## src/rtl/tdm_demux_rx_if.sv

```systemverilog
// rtl/tdm_demux_rx_if.sv - TDM receive lane and published-frame bundle
interface tdm_demux_rx_if #(
    parameter int N_CH = 4,
    parameter int W    = 8,
    parameter int FCW  = 16
);
    localparam int SW = $clog2(N_CH);

    logic [W-1:0]      din;
    logic              din_valid;
    logic              frame_sync;
    logic [N_CH*W-1:0] ch_data;
    logic              frame_valid;
    logic [SW-1:0]     slot_idx;
    logic              locked;
    logic              sync_err;
    logic [FCW-1:0]    frame_cnt;

    // TDM link side: drives the lane, observes the published frame
    modport master (
        output din, din_valid, frame_sync,
        input  ch_data, frame_valid, slot_idx, locked, sync_err, frame_cnt
    );

    // Demultiplexer side
    modport slave (
        input  din, din_valid, frame_sync,
        output ch_data, frame_valid, slot_idx, locked, sync_err, frame_cnt
    );
endinterface

```

## src/rtl/tdm_demux_rx.sv

```systemverilog
// rtl/tdm_demux_rx.sv - receive-side TDM demultiplexer with frame-sync lock
module tdm_demux_rx #(
    parameter int N_CH = 4,
    parameter int W    = 8,
    parameter int FCW  = 16
) (
    input  logic             clk,
    input  logic             rst,
    tdm_demux_rx_if.slave    bus
);
    localparam int SW = $clog2(N_CH);
    localparam logic [SW-1:0] LAST = SW'(N_CH - 1);

    typedef enum logic [0:0] {HUNT, RUN} state_t;

    state_t          state, state_nx;
    logic [SW-1:0]   slot, slot_nx;
    logic            stg_we;
    logic [SW-1:0]   stg_sel;
    logic            publish;
    logic            err_nx;
    logic [W-1:0]    stg [N_CH];
    logic [N_CH*W-1:0] frame_nx;

    // State and slot pointer registers
    always_ff @(posedge clk or posedge rst) begin
        if (rst) begin
            state <= HUNT;
            slot  <= '0;
        end else begin
            state <= state_nx;
            slot  <= slot_nx;
        end
    end

    // Framing decisions: only accepted samples move the FSM or touch staging
    always_comb begin
        state_nx = state;
        slot_nx  = slot;
        stg_we   = 1'b0;
        stg_sel  = slot;
        publish  = 1'b0;
        err_nx   = 1'b0;
        if (bus.din_valid) begin
            case (state)
                HUNT: begin
                    // Unsynced samples are dropped silently while hunting
                    if (bus.frame_sync) begin
                        stg_we   = 1'b1;
                        stg_sel  = '0;
                        slot_nx  = SW'(1);
                        state_nx = RUN;
                    end
                end
                RUN: begin
                    if (bus.frame_sync) begin
                        // Early sync abandons the partial frame but resyncs here
                        err_nx  = (slot != '0);
                        stg_we  = 1'b1;
                        stg_sel = '0;
                        slot_nx = SW'(1);
                    end else if (slot == '0) begin
                        // Expected channel-0 marker missing: lose lock
                        err_nx   = 1'b1;
                        slot_nx  = '0;
                        state_nx = HUNT;
                    end else begin
                        stg_we  = 1'b1;
                        stg_sel = slot;
                        if (slot == LAST) begin
                            publish = 1'b1;
                            slot_nx = '0;
                        end else begin
                            slot_nx = slot + SW'(1);
                        end
                    end
                end
                default: begin
                    state_nx = HUNT;
                    slot_nx  = '0;
                end
            endcase
        end
    end

    // Per-channel staging slots, written only by accepted samples
    always_ff @(posedge clk or posedge rst) begin
        if (rst) begin
            for (int k = 0; k < N_CH; k++) begin
                stg[k] <= '0;
            end
        end else if (stg_we) begin
            stg[stg_sel] <= bus.din;
        end
    end

    // Frame image at publish time; the last channel bypasses staging
    always_comb begin
        frame_nx = '0;
        for (int k = 0; k < N_CH - 1; k++) begin
            frame_nx[k*W +: W] = stg[k];
        end
        frame_nx[(N_CH-1)*W +: W] = bus.din;
    end

    // Published frame, pulses and frame counter
    always_ff @(posedge clk or posedge rst) begin
        if (rst) begin
            bus.ch_data     <= '0;
            bus.frame_valid <= 1'b0;
            bus.sync_err    <= 1'b0;
            bus.frame_cnt   <= '0;
        end else begin
            bus.frame_valid <= publish;
            bus.sync_err    <= err_nx;
            if (publish) begin
                bus.ch_data   <= frame_nx;
                bus.frame_cnt <= bus.frame_cnt + FCW'(1);
            end
        end
    end

    assign bus.slot_idx = slot;
    assign bus.locked   = (state == RUN);

endmodule

```

## src/flat_wrapper.sv

```systemverilog
// flat-port wrapper written by rule: the top's interface ports become plain ports
module tdm_demux_rx_flat 
#(
    parameter int N_CH = 4,
    parameter int W    = 8,
    parameter int FCW  = 16
)
  (clk, rst, bus_din, bus_din_valid, bus_frame_sync, bus_ch_data, bus_frame_valid, bus_slot_idx, bus_locked, bus_sync_err, bus_frame_cnt);
  tdm_demux_rx_if #(.N_CH(N_CH), .W(W), .FCW(FCW)) bus_i ();
  input  logic clk;
  input  logic rst;
  input wire logic [$bits(bus_i.din)-1:0] bus_din;
  input wire logic [$bits(bus_i.din_valid)-1:0] bus_din_valid;
  input wire logic [$bits(bus_i.frame_sync)-1:0] bus_frame_sync;
  output wire logic [$bits(bus_i.ch_data)-1:0] bus_ch_data;
  output wire logic [$bits(bus_i.frame_valid)-1:0] bus_frame_valid;
  output wire logic [$bits(bus_i.slot_idx)-1:0] bus_slot_idx;
  output wire logic [$bits(bus_i.locked)-1:0] bus_locked;
  output wire logic [$bits(bus_i.sync_err)-1:0] bus_sync_err;
  output wire logic [$bits(bus_i.frame_cnt)-1:0] bus_frame_cnt;
  assign bus_i.din = bus_din;
  assign bus_i.din_valid = bus_din_valid;
  assign bus_i.frame_sync = bus_frame_sync;
  assign bus_ch_data = bus_i.ch_data;
  assign bus_frame_valid = bus_i.frame_valid;
  assign bus_slot_idx = bus_i.slot_idx;
  assign bus_locked = bus_i.locked;
  assign bus_sync_err = bus_i.sync_err;
  assign bus_frame_cnt = bus_i.frame_cnt;
  tdm_demux_rx #(.N_CH(N_CH), .W(W), .FCW(FCW)) u_core (.clk(clk), .rst(rst), .bus(bus_i));
endmodule
```

## config.mk

```make
export PLATFORM = sky130hd
export DESIGN_NAME = tdm_demux_rx_flat
export DESIGN_NICKNAME = d
export VERILOG_FILES = /design/src/rtl/tdm_demux_rx_if.sv /design/src/rtl/tdm_demux_rx.sv /design/src/flat_wrapper.sv
export SDC_FILE = /design/constraint.sdc
export NUM_CORES = 1
export LEC_CHECK = 0
export CELL_PAD_IN_SITES_DETAIL_PLACEMENT = 1
export CELL_PAD_IN_SITES_GLOBAL_PLACEMENT = 2
export CORE_ASPECT_RATIO = 0.8
export CORE_MARGIN = 4
export CORE_UTILIZATION = 35
export CTS_BUF_LIST = sky130_fd_sc_hd__clkbuf_4 sky130_fd_sc_hd__clkbuf_8 sky130_fd_sc_hd__clkbuf_16
export CTS_CLUSTER_DIAMETER = 150
export DETAILED_ROUTE_END_ITERATION = 8
export GPL_ROUTABILITY_DRIVEN = 0
export PLACE_DENSITY = 0.82
export SYNTH_ARGS = -nofsm -noshare
export SYNTH_HDL_FRONTEND = slang
export SYNTH_SLANG_ARGS = --single-unit
```

## constraint.sdc

```tcl
create_clock -name clk -period 4.1 [get_ports clk]
set_input_delay 1.025 -clock clk [delete_from_list [all_inputs] [get_ports clk]]
set_output_delay 1.025 -clock clk [all_outputs]
set_load 0.02 [all_outputs]
```

==> results.sh <==
export IMPL_hp_start="u_core.frame_nx[3]"
export IMPL_crit_family="buffers and inverters"
export IMPL_layout_commonest_cell="nand2_1"
export IMPL_via_count=2129
export IMPL_period_share_pct=67.6
export IMPL_clk_pin_slew_ns=0.07
export IMPL_final_cell_area_um2=4060
export IMPL_relSlewSlack_pct=35.9
export IMPL_dr_pass1_iters=4
export IMPL_ant_nets=0
export IMPL_die_x_um=113
export IMPL_overflow=0
export IMPL_ir_worst_vdd_mv=0.256
export IMPL_ys_warn_count=0
export IMPL_period_needed_ns=2.77
export IMPL_clock_latency_ns=0.35
export IMPL_routedWlPerCell_um=15.0
export IMPL_fp_dieH_um=92.3
export IMPL_cpMaxStageDelayCell="clkdlybuf4s50_1"
export IMPL_wl_um=6880
export IMPL_syn_avg_cell_area_um2=11.4
export IMPL_setup_viol=0
export IMPL_ys_ff_latch=77
export IMPL_ios=65
export IMPL_area_delta_synth_final_pct=30.6
export IMPL_timing_hold_ws_ns=0.468
export IMPL_path_class="input port to register"
export IMPL_path_buf_inv=3
export IMPL_rsz0062_at_grt="no"
export IMPL_critical_path_startpoint="bus_din_valid"
export IMPL_path_cells="clkdlybuf4s50_1, nand4b_4, buf_4, inv_2, nand2_1, xnor2_1"
export IMPL_fin_skew_ns=0.0121
export IMPL_synth_yosys_seq_area_share_pct=62.0
export IMPL_rows=30
export IMPL_grt_pass1_vias=2260
export IMPL_multi_input_area_um2=1110
export IMPL_r2r_start="u_core.bus.slot_idx[1]"
export IMPL_cts_setup_buffers=0
export IMPL_cts_buffer_depth=2
export IMPL_regArea_um2=1930
export IMPL_cp_start_kind="input port"
export IMPL_required_ns=4.32
export IMPL_synth_fp_nets=289
export IMPL_initial_core_util_pct=36.3
export IMPL_viasPerCell=4.66
export IMPL_antennaDiodeCount=0
export IMPL_max_freq_ghz=0.361
export IMPL_drive_above_1_share_pct=14.8
export IMPL_die_area_um2=10500
export IMPL_hold_viol=0
export IMPL_cts_resized=0
export IMPL_cp_data_arrival_time_ns=2.99
export IMPL_dpl_cell_area_um2=3870
export IMPL_cts_buffers=9
export IMPL_tritoncts="yes"
export IMPL_root_buffer="clkbuf_8"
export IMPL_syn_instance_count=272
export IMPL_ys_types=28
export IMPL_fp_coreArea_um2=8560
export IMPL_htreeDepth=3
export IMPL_max_cap_violations=0
export IMPL_setup_tns_ns=0
export IMPL_max_stage_delay_ns=0.72
export IMPL_hpwl_um=4890
export IMPL_grt_max_degree=56
export IMPL_drtIter0Drc=68
export IMPL_clock_sinks=77
export IMPL_grt_pass1_wl_um=11600
export IMPL_crit_path_end_kind="register"
export IMPL_cp_max_fo=36
export IMPL_holdBufCountCts=0
export IMPL_maxSlewViolCount=0
export IMPL_hold_class="register to register"
export IMPL_worst_pin_slew_ns=0.961
export IMPL_drc=0
export IMPL_power_leakage_nw=1.92
export IMPL_final_cell_mix="nand2_1 (105), dfrtp_1 (77), clkdlybuf4s50_1 (64), mux2_2 (23), xnor2_1 (13)"
export IMPL_syn_area_um2=3110
export IMPL_status="finished clean"
export IMPL_final_util_pct=47.4
export IMPL_nFillCells=943
export IMPL_portBuffers=64
export IMPL_antenna_found_initial=0
export IMPL_power_density_nw_per_um2=672
export IMPL_fin_nets=359
export IMPL_grtUsageTotal_pct=14.2
[power by group]
part           total (W)  internal (W)  switching, W
clock           0.000549      0.000290      0.000260
combinational   0.000963      0.000479      0.000485
sequential       0.00121       0.00104      0.000174
total            0.00272       0.00181      0.000919
[metal layers]
metal	track usage [%]	wire [µm]
met2	21.6	3110
met1	19.4	3410
met4	4.50	90
met3	4.29	261
met5	0	0
[synthesized netlist by cell type, drive strengths merged]
library cell    n  share of area (%)
nand3b          1               0.64
a31oi           1               0.20
dfrtp          77                 62
mux2           24                8.7
o211ai          1               0.68
nand3           9                1.8
inv             7               0.85
xor2            2               0.56
a21oi           1               0.16
nand4b          1               0.77
o22ai           1               0.20
and3            2               0.44
buf             8                1.4
nor4            1               0.40
nor2            5                1.1
nand2         105                 13
nand4           6                1.2
ha              5                2.0
o21a            1               0.24
o22a            1               0.28
xnor2          13                3.7
[tightest hold or removal path, stage by stage, from the launching register on]
cell and delay [ns]:
dfrtp_1 0.34, nand2_1 0.05, nand2_1 0.05
[worst paths after layout]
path	slack (ns)	end	cells past startpoint
max in group asynchronous	2.19	u_core.bus.ch_data[31]	3
min in group asynchronous	1.19	u_core.bus.locked	2
max reg2reg	2.03	u_core.bus.frame_cnt[2]	6
max	1.33	u_core.bus.frame_cnt[2]	6
min reg2reg	0.47	u_core.bus.ch_data[3]	2
min	0.47	u_core.bus.ch_data[3]	2
[area by class of cell]
class | instances | share of cell area (%)
Timing Repair Buffer | 67 | 16.4
Tap cell | 112 | 3.46
Inverter | 7 | 0.679
Clock buffer | 10 | 3.39
Sequential cell | 77 | 47.5
Clock inverter | 4 | 1.23
Multi-Input combinational cell | 180 | 27.4
[state kept, by name (all words and copies together) (netlist names)]
register                count
u_core.bus.ch_data         32
u_core.bus.frame_cnt       16
u_core.bus.frame_valid      1
u_core.bus.locked           1
u_core.bus.slot_idx         2
u_core.bus.sync_err         1
u_core.frame_nx            24
[stage by stage]
step | setup slack [ns] | instances | total power [W]
2_1_floorplan | 1.11 | 272 | 0.00174
3_3_place_gp | 1.03 | 443 | 0.00217
3_5_place_dp | 0.969 | 443 | 0.00221
4_1_cts | 1.33 | 457 | 0.00278
5_1_grt | 1.22 | 457 | 0.00291
6_report | 1.33 | 457 | 0.00272
[kinds of logic after synthesis]
family / after synthesis / synth area share, %
fa+ha+maj: 5 / 2.01
simple gates: 130 / 19.0
flops: 77 / 62.0
buf+inv: 15 / 2.22
mux: 24 / 8.70
compound gates: 6 / 1.77
xor+xnor: 15 / 4.23
Note: power is estimated with default switching activity, not from simulation.
